### config.mk
export PLATFORM = sky130hd
export DESIGN_NAME = pipe_mem_arbiter
export DESIGN_NICKNAME = d
export VERILOG_FILES = /design/src/rtl/pipe_mem_arbiter.sv
export SDC_FILE = /design/constraint.sdc
export NUM_CORES = 1
export LEC_CHECK = 0
export ABC_AREA = 1
export CORE_ASPECT_RATIO = 0.8
export CORE_MARGIN = 3
export CORE_UTILIZATION = 40
export DETAILED_ROUTE_END_ITERATION = 16
export PLACE_DENSITY = 0.8
export SYNTH_ARGS = -nofsm -noshare
export SYNTH_HDL_FRONTEND = slang
export SYNTH_SLANG_ARGS = --single-unit
export TNS_END_PERCENT = 30
### constraint.sdc
create_clock -name clk -period 2.4 [get_ports clk]
set_input_delay 0.36 -clock clk [delete_from_list [all_inputs] [get_ports clk]]
set_output_delay 0.36 -clock clk [all_outputs]
set_load 0.02 [all_outputs]
### src/rtl/pipe_mem_arbiter.sv
// pipe_mem_arbiter: shares one Avalon-style memory port between the IF and MEM
// pipeline stages. A grant latches the requester's command into the bus
// registers and holds it through waitrequest. Completion pulses the matching
// done for one cycle and captures read data.
//
// Ports:
//   clk, reset_n                  clock, synchronous active-low reset
//   if_req/if_addr                IF read request (held until if_done)
//   if_done/if_rdata/if_stall     IF completion pulse, fetched word, stall
//   mem_req/mem_we/mem_addr/
//   mem_wdata/mem_byteenable      MEM access request (held until mem_done)
//   mem_done/mem_rdata/mem_stall  MEM completion pulse, load data, stall
//   address/read/write/
//   writedata/byteenable          registered bus command
//   readdata/waitrequest          bus response
//   bus_error                     sticky waitrequest-timeout flag
//
// Optional feature: define ARB_TIMEOUT_EN to add a waitrequest watchdog of
// TIMEOUT_CYCLES; a stuck transaction is abandoned with rdata 32'hDEADBEEF
// and bus_error set. Without it bus_error is tied 0.
module pipe_mem_arbiter #(
  parameter int unsigned STARVE_LIMIT   = 4,
  parameter int unsigned TIMEOUT_CYCLES = 64
) (
  input  logic        clk,
  input  logic        reset_n,
  input  logic        if_req,
  input  logic [31:0] if_addr,
  output logic        if_done,
  output logic [31:0] if_rdata,
  output logic        if_stall,
  input  logic        mem_req,
  input  logic        mem_we,
  input  logic [31:0] mem_addr,
  input  logic [31:0] mem_wdata,
  input  logic [3:0]  mem_byteenable,
  output logic        mem_done,
  output logic [31:0] mem_rdata,
  output logic        mem_stall,
  output logic [31:0] address,
  output logic        read,
  output logic        write,
  output logic [31:0] writedata,
  output logic [3:0]  byteenable,
  input  logic [31:0] readdata,
  input  logic        waitrequest,
  output logic        bus_error
);

  localparam int unsigned CNT_W = 4;
  localparam logic [CNT_W-1:0] STARVE_MAX = CNT_W'(STARVE_LIMIT);

  typedef enum logic [1:0] {IDLE, BUS_IF, BUS_MEM} state_t;

  state_t            state, state_d;
  logic [CNT_W-1:0]  starve_cnt, starve_d;
  logic [31:0]       address_d, writedata_d, if_rdata_d, mem_rdata_d;
  logic [3:0]        byteenable_d;
  logic              read_d, write_d, if_done_d, mem_done_d;

`ifdef ARB_TIMEOUT_EN
  localparam int unsigned WAIT_W = $clog2(TIMEOUT_CYCLES + 1);
  localparam logic [31:0] TIMEOUT_DATA = 32'hDEADBEEF;
  logic [WAIT_W-1:0] wait_cnt, wait_d;
  logic              error_d;
`else
  logic unused_timeout;
  assign unused_timeout = ^32'(TIMEOUT_CYCLES);
  assign bus_error      = 1'b0;
`endif

  // Stalls are combinational so the pipeline freezes in the request cycle.
  assign if_stall  = if_req  & ~if_done;
  assign mem_stall = mem_req & ~mem_done;

  // Next-state, grant and bus command logic.
  always_comb begin
    state_d      = state;
    starve_d     = starve_cnt;
    address_d    = address;
    writedata_d  = writedata;
    byteenable_d = byteenable;
    read_d       = read;
    write_d      = write;
    if_rdata_d   = if_rdata;
    mem_rdata_d  = mem_rdata;
    if_done_d    = 1'b0;
    mem_done_d   = 1'b0;
`ifdef ARB_TIMEOUT_EN
    wait_d       = wait_cnt;
    error_d      = bus_error;
`endif
    case (state)
      IDLE: begin
        read_d  = 1'b0;
        write_d = 1'b0;
`ifdef ARB_TIMEOUT_EN
        wait_d  = '0;
`endif
        // MEM has priority unless IF has been passed over STARVE_LIMIT times.
        if (mem_req && !(if_req && starve_cnt == STARVE_MAX)) begin
          state_d      = BUS_MEM;
          address_d    = mem_addr;
          writedata_d  = mem_wdata;
          byteenable_d = mem_byteenable;
          read_d       = ~mem_we;
          write_d      = mem_we;
          if (if_req && starve_cnt != STARVE_MAX) begin
            starve_d = starve_cnt + CNT_W'(1);
          end
        end else if (if_req) begin
          state_d      = BUS_IF;
          address_d    = if_addr;
          byteenable_d = 4'b1111;
          read_d       = 1'b1;
          starve_d     = '0;
        end
      end
      BUS_IF: begin
        if (!waitrequest) begin
          state_d    = IDLE;
          read_d     = 1'b0;
          if_done_d  = 1'b1;
          if_rdata_d = readdata;
        end
`ifdef ARB_TIMEOUT_EN
        else if (wait_cnt == WAIT_W'(TIMEOUT_CYCLES - 1)) begin
          state_d    = IDLE;
          read_d     = 1'b0;
          if_done_d  = 1'b1;
          if_rdata_d = TIMEOUT_DATA;
          error_d    = 1'b1;
        end else begin
          wait_d = wait_cnt + 1'b1;
        end
`endif
      end
      BUS_MEM: begin
        if (!waitrequest) begin
          state_d    = IDLE;
          read_d     = 1'b0;
          write_d    = 1'b0;
          mem_done_d = 1'b1;
          if (read) begin
            mem_rdata_d = readdata;
          end
        end
`ifdef ARB_TIMEOUT_EN
        else if (wait_cnt == WAIT_W'(TIMEOUT_CYCLES - 1)) begin
          state_d     = IDLE;
          read_d      = 1'b0;
          write_d     = 1'b0;
          mem_done_d  = 1'b1;
          mem_rdata_d = TIMEOUT_DATA;
          error_d     = 1'b1;
        end else begin
          wait_d = wait_cnt + 1'b1;
        end
`endif
      end
      default: state_d = IDLE;
    endcase
  end

  // State and registered outputs.
  always_ff @(posedge clk) begin
    if (!reset_n) begin
      state      <= IDLE;
      starve_cnt <= '0;
      address    <= '0;
      writedata  <= '0;
      byteenable <= '0;
      read       <= 1'b0;
      write      <= 1'b0;
      if_rdata   <= '0;
      mem_rdata  <= '0;
      if_done    <= 1'b0;
      mem_done   <= 1'b0;
`ifdef ARB_TIMEOUT_EN
      wait_cnt   <= '0;
      bus_error  <= 1'b0;
`endif
    end else begin
      state      <= state_d;
      starve_cnt <= starve_d;
      address    <= address_d;
      writedata  <= writedata_d;
      byteenable <= byteenable_d;
      read       <= read_d;
      write      <= write_d;
      if_rdata   <= if_rdata_d;
      mem_rdata  <= mem_rdata_d;
      if_done    <= if_done_d;
      mem_done   <= mem_done_d;
`ifdef ARB_TIMEOUT_EN
      wait_cnt   <= wait_d;
      bus_error  <= error_d;
`endif
    end
  end

endmodule
=== Word level (Yosys, flattened, before mapping) ===
Cells that the tools add are included.
W data, S select, Z words.

* Bits in registers: 142
* Logic and storage cells: 63
* Output and inout port bits: 139
* Input port bits: 138

* Equality and inequality tests: 8
* Add/subtract/negate cells: 1
* Multiplexer cells: 18
* Reduce and logical (&&, ||, !) cells: 19
* Bitwise operators: 6

{| class="wikitable"
|+ Operators with widths
! kind !! number
|-
| $mux W32 || 2
|-
| $mux W4 || 5
|-
| $reduce_and A2 Y1 || 8
|-
| $mux W2 || 3
|-
| $reduce_and A3 Y1 || 2
|-
| $reduce_bool A2 Y1 || 3
|-
| $mux W1 || 5
|-
| $add A4 B1 Y4 const B || 1
|-
| $eq A4 B3 Y1 const B || 1
|-
| $ne A2 B2 Y1 const B || 2
|-
| $ne A4 B3 Y1 const B || 1
|-
| $not A1 Y1 || 4
|-
| $pmux W1 S2 || 2
|-
| $pmux W2 S2 || 1
|-
| $logic_and A1 B1 Y1 || 3
|-
| $ne A3 B3 Y1 const B || 1
|-
| $and A1 B1 Y1 || 2
|-
| $eq A2 B1 Y1 const B || 1
|-
| $eq A2 B2 Y1 const B || 1
|-
| $logic_not A2 Y1 || 1
|-
| $ne A2 B1 Y1 const B || 1
|-
| $reduce_or A2 Y1 || 1
|-
| $logic_not A1 Y1 || 1
|}

=== Longest topological paths before layout ===
Gate-level depths: netlist of the first run.

* Depth in word-level cells: 6
* Mapped depth: 12
* Gate-level depth less buffers: 10

=== Least setup slack after synthesis of the first run ===
OpenSTA, ideal clock, no wires.

* Path kind: register to register
* Start: reg starve_cnt[0]
* End: reg address[10]
* Stages on the path, launching flop included: 13
* Path slack: 1.011 ns
* Arrival: 1.280 ns
* Library setup time: 0.109 ns
* Period minus slack after synthesis: 1.389 ns
* Cell sequence: dfxtp_1 inv_1 ha_1 nand2_1 inv_1 nand2_2 nand2_1 buf_4 buf_6 nand2_1 nand3_1 nand2_1 inv_1

* Cells in the longest elaborated chain, start to end: 6

{| class="wikitable"
|+ RTL lines
! what !! line !! RTL
|-
| start, declared || 56 || <nowiki>logic [CNT_W-1:0] starve_cnt, starve_d;</nowiki>
|-
| start signal, assigned || 185 || <nowiki>starve_cnt <= starve_d;</nowiki>
|-
| $eq A4 B3 Y1 (*) || 101 || <nowiki>if (mem_req && !(if_req && starve_cnt == STARVE_MAX)) begin</nowiki>
|-
| $logic_and A1 B1 Y1 (*) || 101 ||
|-
| $logic_not A1 Y1 (*) || 101 ||
|-
| $logic_and A1 B1 Y1 (*) || 101 ||
|-
| $reduce_bool A2 Y1 (no line) || n/a ||
|-
| $reduce_and A2 Y1 (no line) || n/a ||
|-
| end signal, assigned || 186 || <nowiki>address <= address_d;</nowiki>
|-
| end, declared || 40 || <nowiki>output logic [31:0] address,</nowiki>
|}

Every way passes the cells marked *; elsewhere a longest branch is shown, timed or not.
A chain may end at the register's enable or synchronous reset.

=== Worst setup path after layout of the first run ===
* Start: in if_req
* End: out if_stall

* Cells in the longest elaborated chain, start to end: 1

{| class="wikitable"
|+ RTL lines
! what !! line !! RTL
|-
| start, declared || 27 || <nowiki>input logic if_req,</nowiki>
|-
| $and A1 B1 Y1 || 73 || <nowiki>assign if_stall = if_req & ~if_done;</nowiki>
|-
| end, declared || 31 || <nowiki>output logic if_stall,</nowiki>
|}

Every way passes these cells.

==> impl_metrics.ini, run 1 <==
[status]
status = finished clean

[detailed_routing]
routedWlPerCell_um = 15.9
postRouteAntennaNets = 0
drt_iter0_markers = 414
avgViaCountPerCell = 5.01
drc = 0
wl_mm = 19.8
first_pass_iters = 5
vias = 6253

[synthesis]
synth_top_family_by_area = simple AND/OR/NAND/NOR gates
synth_compound_area_share_pct = 9.39
synth_cell_types = 23
synthXorXnorAreaFrac_pct = 0.302
ys_seq_area_share_pct = 49.0
yosys_warnings = 0
synth_seq_cells = 142
muxShareOfSynthArea_pct = 0
yosys.area_share.adder_pct = 1.08
syn_avg_cell_area_sq_um = 7.24
netlist_area_sq_um = 5810
synth_nets = 945
synth_simple_gate_area_share_pct = 31.7
syn_inst = 802

[die]
core-area_sq_um = 13900
start_util_pct = 41.8
top_level_ports = 277
dieArea_sq_um = 16000
die_w_um = 141
num_rows = 38
die_h_um = 114

[place]
routabilityCongestion = 0.828
dpl_worst_slack_ns = 0.409
port_buffers = 275
hpwl_mm = 13.6

[worst_setup_path]
worstPathArrival_ns = 1.61
start_kind = primary input
r2r_slack_ns = 0.66
critical_path_class = in2out
worstSetupEndpointType = output pin
required_ns = 2.04
critPathMaxFanout = 3

[sta]
finalHoldViolCount = 0
setup_violations = 0
fin_crit_sh_pct = 82.1
finalMaxSlewViolations = 0
fmax_mhz = 508
period_minus_slack_ns = 1.97
fin_setup_tns_ns = 0
setup_slack_ns = 0.431
rsz0062_at_grt = false
finalClockSkew_ns = 0.0144

[global_route]
grt_antenna_before_repair = 1
grt_start_max_net_pins = 60
grt_first_pass_wirelength_mm = 31.1
track_usage_pct = 24.1
grt_pass1_vias = 5903
overflow = 0

[worst_hold_path]
min_path_type = reg2reg

[power]
power_switching_share_pct = 29.5
comb_power_share_pct = 24.9
ir_drop_v = 0.000544
power.leakage_nw = 3.85
cellPowerDensity_nw_per_um2 = 767
switching_power_mw = 2.10
p_seq_share_pct = 37.7
intPower_mw = 5.01
pwr-share-clk_pct = 37.5

[clocking]
cts_hold_buf = 0
clock-sinks = 142
htreeDepth = 4
cts_tree = yes
clockBufferDepth = 2
root_buffer = clkbuf_16
clk_pin_slew_worst_paths_ns = 0.06
post_cts_buffers = 0
cts_made_buffers = 17
clock_latency_ns = 0.41
post_cts_resized = 0

[layout]
area_delta_synth_final_pct = 59.8
final_util_pct = 66.8
final_common_cell = clkdlybuf4s50_1
final_nets = 1197
layout_common_cells = clkdlybuf4s50_1 (274), nor2_1 (145), nand2_1 (143), dfxtp_1 (142), nand3_1 (99)
drive_gt1_share_pct = 5.82

[flow_run]
max_cap_viol_count = 0
==> final timing paths <==
path | cells past startpoint | from | endpoint
worst min-delay path | 2 | mem_rdata[25] | mem_rdata[25]
worst max-delay path | 4 | if_req | if_stall
worst max register to register | 10 | starve_cnt[0] | writedata[1]
worst min register to register | 2 | mem_rdata[25] | mem_rdata[25]
==> area by class of cell <==
cell class | count | area, sq um
clock inverters | 13 | 164
multi-input cells | 547 | 2470
inverters | 50 | 189
flip-flops and latches | 142 | 2840
well taps | 180 | 225
diodes | 1 | 2.50
fillers | 1191 | 4600
repair buffers | 296 | 2960
clock buffers | 18 | 429
==> Yosys cell counts <==
cell type  count  area share, %
conb_1         1          0.065
nand3_1       99            8.5
nor2_2         2           0.22
xor2_1         1           0.15
buf_6          2           0.39
xnor2_1        1           0.15
buf_4          7           0.90
nand2_2        2           0.22
nand3_2        1           0.17
nand2_1      143            9.2
inv_1         46            3.0
inv_2          4           0.26
o21ai_1        1          0.086
clkbuf_1      26            1.7
buf_1          5           0.32
buf_2         23            2.0
a21oi_1       68            5.9
nand4_1       32            3.4
nor2_1       146            9.4
o21ai_0       40            3.4
nor3_1         5           0.43
ha_1           5            1.1
dfxtp_1      142             49
==> power by group through the flow <==
| stage | logic [mW] | registers, mW | clock network, mW |
|---|---|---|---|
| 2_1_floorplan | 0.669 | 2.97 | 0 |
| 3_3_place_gp | 1.75 | 2.72 | 0 |
| 3_5_place_dp | 1.77 | 2.73 | 0 |
| 4_1_cts | 1.78 | 2.68 | 2.73 |
| 5_1_grt | 1.92 | 2.70 | 2.83 |
| 6_report | 1.77 | 2.68 | 2.67 |
==> logic make-up (layout without fill, tap and decap cells) <==
family	Yosys count	in the layout
adder cells (fa/ha/maj)	5	5
AND/OR/NAND/NOR	430	430
flip-flops	142	142
other	1	2
buffers and inverters	113	377
AO/OA/AOI/OAI	109	109
XOR/XNOR	2	2
==> per-stage QoR <==
stage / power, mW / hold slack (ns) / instance area [sq um] / instances
after floorplan: 3.63 / 0.439 / 5810 / 802
after global placement: 4.47 / 0.448 / 8680 / 1215
after detailed placement: 4.50 / 0.452 / 8680 / 1215
after CTS: 7.19 / 0.460 / 9280 / 1246
after global routing: 7.45 / 0.468 / 9280 / 1247
final: 7.12 / 0.458 / 9280 / 1247
==> metal layers <==
metal | GRT usage, % | wire, um | up-vias
met2 | 39.4 | 9280 | 264
met4 | 7.23 | 384 | 0
met1 | 29.2 | 7900 | 2849
met3 | 10.1 | 2290 | 30
met5 | 0 | 0 | -
li1 | - | - | 3110
==> flip-flops by register name, indices dropped and copies added, names as in the netlist <==
register and flops:
read 1, writedata 32, address 32, starve_cnt 4
state 2, byteenable 4, if_done 1, if_rdata 32
write 1, mem_rdata 32, mem_done 1
==> worst max-delay path: stages <==
cell and delay (ns):
clkdlybuf4s50_1 0.50, inv_1 0.07, nor2_1 0.08, clkdlybuf4s50_1 0.60
(Power assumes the default switching activity.)
==> run 2: changes to the inputs <==
--- a/config.mk
+++ b/config.mk
@@ -8,9 +8,9 @@
 export ABC_AREA = 1
 export CORE_ASPECT_RATIO = 0.8
 export CORE_MARGIN = 3
-export CORE_UTILIZATION = 40
+export CORE_UTILIZATION = 37
 export DETAILED_ROUTE_END_ITERATION = 16
-export PLACE_DENSITY = 0.8
+export PLACE_DENSITY = 0.78
 export SYNTH_ARGS = -nofsm -noshare
 export SYNTH_HDL_FRONTEND = slang
 export SYNTH_SLANG_ARGS = --single-unit
==> constraint.sdc (replaced) <==
create_clock -name clk -period 1.8 [get_ports clk]
set_input_delay 0.27 -clock clk [delete_from_list [all_inputs] [get_ports clk]]
set_output_delay 0.27 -clock clk [all_outputs]
set_load 0.02 [all_outputs]
==> impl_metrics.ini, run 2 (same netlist as run 1, synthesis figures left out) <==
[status]
status = finished clean

[worst_setup_path]
cp_num_buf_inv = 1
crit_family = buffers and inverters
cp_slowest_cell = clkdlybuf4s50_1
start_kind = flop
max_stage_delay_ns = 0.64
worstPathCellList = clkdlybuf4s50_1
critPathMaxFanout = 2
required_ns = 1.53
worstSetupEndpointType = output pin
critical_path_class = reg2out
worstPathArrival_ns = 1.44

[place]
hpwl_mm = 13.7
dpl_worst_slack_ns = -0.0376
placed_area_sq_um = 8880
routabilityCongestion = 0.806
port_buffers = 275

[clocking]
cts_tree = yes
clockBufferDepth = 2
root_buffer = clkbuf_16
clock_latency_ns = 0.42
clk_pin_slew_worst_paths_ns = 0.06
htreeDepth = 4
clock-sinks = 142
post_cts_buffers = 0
cts_made_buffers = 17
cts_hold_buf = 0

[layout]
final_common_cell = clkdlybuf4s50_1
nFillCells = 1342
seq_area_sq_um = 2840
multi_input_area_sq_um = 2470
final_nets = 1206
layout_common_cells = clkdlybuf4s50_1 (272), nor2_1 (145), nand2_1 (143), dfxtp_1 (142), nand3_1 (99)
num_antenna_cells = 0
fin_area_sq_um = 9520
area_delta_synth_final_pct = 63.9
drive_gt1_share_pct = 6.70

[die]
die_h_um = 118
die_w_um = 146
start_util_pct = 38.2
top_level_ports = 277
num_rows = 40
dieArea_sq_um = 17200
core-area_sq_um = 15200

[sta]
setup_violations = 0
setup_slack_ns = 0.0935
period_minus_slack_ns = 1.71
finalClockSkew_ns = 0.00839
fmax_mhz = 586
rsz0062_at_grt = false
finalMaxSlewViolations = 0
finalHoldViolCount = 0
fin_crit_sh_pct = 94.8

[global_route]
busiest_layer = met2
grt_pass1_vias = 6044
use_met2_pct = 37.3
grt_antenna_before_repair = 0
overflow = 0
grt_start_max_net_pins = 42
track_usage_pct = 22.6
grt_first_pass_wirelength_mm = 31.6
grt_use_met3_pct = 9.28
grtUsageMet1_pct = 26.8

[power]
ir_drop_v = 0.000639
power.leakage_nw = 3.97
cellPowerDensity_nw_per_um2 = 1030

[detailed_routing]
drc = 0
vias = 6323
routedWlPerCell_um = 15.6
first_pass_iters = 6
wl_mm = 20.0
postRouteAntennaNets = 0
drt_iter0_markers = 341
avgViaCountPerCell = 4.92

[worst_hold_path]
min_path_type = in2reg

[flow_run]
max_cap_viol_count = 0
[run 2: power by group]
group          total (mW)  leakage (nW)  internal, mW  switching (mW)
sequential           3.57          1.16          3.43           0.147
clock                3.80         0.311          2.40            1.40
combinational        2.42          2.50          1.14            1.28
total                9.80          3.97          6.96            2.83
[run 2: what timing repair did]
| item | in CTS | in global routing |
|---|---|---|
| resized for setup | 1 | 2 |
| hold endpoints to repair | 0 | 0 |
| setup endpoints to repair | 1 | 2 |
[run 2: area by class of cell]
type	instances	share of cell area [%]
Timing Repair Buffer	305	32.7
Sequential cell	142	29.9
Multi-Input combinational cell	547	26.0
Clock buffer	19	4.76
Tap cell	210	2.76
Inverter	50	1.99
Clock inverter	12	1.91
[run 2: per-stage QoR]
stage | util [%] | setup TNS, ns | std cells | total power [mW] | hold slack, ns
6_report | 62.5 | 0 | 1285 | 9.80 | 0.429
3_5_place_dp | 58.3 | -0.0376 | 1254 | 6.06 | 0.450
5_1_grt | 62.5 | 0 | 1285 | 10.2 | 0.423
4_1_cts | 62.5 | 0 | 1285 | 9.88 | 0.411
3_3_place_gp | 58.3 | -0.0226 | 1254 | 6.03 | 0.447
2_1_floorplan | - | 0 | 802 | 4.85 | 0.349
[run 2: final timing paths]
path	slack, ns	endpoint	from	cells after the start
min reg2reg	0.46	writedata[22]	writedata[22]	2
max reg2reg	0.16	writedata[5]	starve_cnt[0]	10
min	0.43	writedata[16]	mem_wdata[16]	3
max	0.09	read	read	1
[run 2: layer usage]
layer / wire length [um] / share of wire (%)
met4: 367 / 1.8
met5: 0 / 0
met1: 8140 / 41
met2: 9340 / 47
met3: 2150 / 11
==> run 3: changes to the inputs <==
--- a/config.mk
+++ b/config.mk
@@ -8,9 +8,11 @@
 export ABC_AREA = 1
 export CORE_ASPECT_RATIO = 0.8
 export CORE_MARGIN = 3
-export CORE_UTILIZATION = 37
+export CORE_UTILIZATION = 38
+export CTS_BUF_LIST = sky130_fd_sc_hd__clkbuf_8
 export DETAILED_ROUTE_END_ITERATION = 16
-export PLACE_DENSITY = 0.78
+export GPL_ROUTABILITY_DRIVEN = 0
+export PLACE_DENSITY = 0.79
 export SYNTH_ARGS = -nofsm -noshare
 export SYNTH_HDL_FRONTEND = slang
 export SYNTH_SLANG_ARGS = --single-unit
==> impl_metrics.ini, run 3 (same netlist as run 1, synthesis figures left out) <==
[layout]
nFillCells = 1280
seq_area_sq_um = 2840
multi_input_area_sq_um = 2470
final_nets = 1206
final_util_pct = 63.8
area_delta_synth_final_pct = 60.2
fin_area_sq_um = 9300
layout_common_cells = clkdlybuf4s50_1 (271), nor2_1 (145), nand2_1 (143), dfxtp_1 (142), nand3_1 (99)
instances_no_fill = 1259
final_common_cell = clkdlybuf4s50_1
drive_gt1_share_pct = 6.70
num_antenna_cells = 0

[power]
p_seq_share_pct = 39.7
switching_power_mw = 2.72
ir_drop_v = 0.000513
power.leakage_nw = 3.90
power_switching_share_pct = 30.2
pwr-share-clk_pct = 33.7
comb_power_share_pct = 26.6
cellPowerDensity_nw_per_um2 = 967
finalPower_mw = 8.99
intPower_mw = 6.27

[worst_setup_path]
worstPathArrival_ns = 1.46
critPathMaxFanout = 2
cp_slowest_cell = clkdlybuf4s50_1
critPathCapture = read
timing.rr.start = starve_cnt[0]
crit_family = buffers and inverters
max_stage_delay_ns = 0.63
r2r_slack_ns = 0.20
worstPathCellList = clkdlybuf4s50_1
critical_path_class = reg2out
worstSetupEndpointType = output pin
critical_path_cell_count = 1
start_kind = flop
startpoint = read
r2r_end = address[12]
cp_num_buf_inv = 1
required_ns = 1.53
rr_worst_depth = 11

[sta]
finalHoldViolCount = 0
fmax_mhz = 578
period_minus_slack_ns = 1.73
finalMaxSlewViolations = 0
setup_slack_ns = 0.0702
rsz0062_at_grt = false
fin_crit_sh_pct = 96.1
slew_headroom_pct = 60.4
worst_pin_slew_ns = 0.593
hold_slack_ns = 0.362
fin_setup_tns_ns = 0
finalClockSkew_ns = 0.0134
setup_violations = 0

[die]
dieArea_sq_um = 16800
die_h_um = 117
die_w_um = 144
core-area_sq_um = 14600
start_util_pct = 39.8
num_rows = 39
top_level_ports = 277

[global_route]
grt_start_max_net_pins = 55
track_usage_pct = 23.4
grt_antenna_before_repair = 1
overflow = 0
grt_first_pass_wirelength_mm = 31.1
grt_pass1_vias = 5980

[clocking]
cts_made_buffers = 17
clk_pin_slew_worst_paths_ns = 0.08
htreeDepth = 4
clockBufferDepth = 2
cts_tree = yes
root_buffer = clkbuf_8
clock-sinks = 142
clock_latency_ns = 0.45

[place]
placed_area_sq_um = 8830
hpwl_mm = 14.2
dpl_worst_slack_ns = -0.0243
port_buffers = 275
dpl.cell_count = 1228

[worst_hold_path]
min_path_type = in2reg

[flow_run]
max_cap_viol_count = 0

[detailed_routing]
drc = 0
routedWlPerCell_um = 16.0
avgViaCountPerCell = 5.01
first_pass_iters = 6
postRouteAntennaNets = 0
wl_mm = 20.2
vias = 6305
drt_iter0_markers = 264

[status]
status = finished clean
run 3: layer usage:
metal	vias up	global-route usage (%)	share of wire [%]
li1	3125	-	-
met4	2	7.52	1.8
met3	27	9.25	11
met2	255	39.4	48
met1	2896	27.7	40
met5	-	0	0.064
run 3: worst min path at each step:
stage / end / start / cells after the start
after floorplan: mem_done / waitrequest / 1
after global placement: mem_rdata[10] / mem_rdata[10] / 2
after detailed placement: writedata[11] / writedata[11] / 2
after CTS: writedata[22] / mem_req / 4
after global routing: writedata[29] / mem_req / 4
final: writedata[22] / mem_req / 4
run 3: cell type report:
| type | count | area share [%] |
|---|---|---|
| well taps | 184 | 2.48 |
| repair buffers | 305 | 33.3 |
| multi-input cells | 547 | 26.6 |
| flip-flops and latches | 142 | 30.6 |
| inverters | 50 | 2.03 |
| clock inverters | 12 | 2.23 |
| clock buffers | 19 | 2.81 |
run 3: worst min-delay path, cell delays in order:
cell,delay (ns)
buf_2,0.15
buf_4,0.19
nand4_1,0.10
a21oi_1,0.06
run 3: repair_timing:
| item | 4_1_cts | 5_1_grt |
|---|---|---|
| endpoints found under the hold margin | 0 | 0 |
| pin swaps | 0 | 0 |
| setup endpoints to repair | 2 | 1 |
| hold buffers | 0 | 0 |
| setup buffers | 0 | 0 |
| resized for setup | 2 | 1 |
run 3: power groups by stage:
stage / clock [mW] / combinational (mW) / sequential [mW]
final: 3.03 / 2.39 / 3.57
after global routing: 3.23 / 2.62 / 3.60
after CTS: 3.08 / 2.41 / 3.57
after detailed placement: 0 / 2.40 / 3.64
after global placement: 0 / 2.37 / 3.63
after floorplan: 0 / 0.891 / 3.95
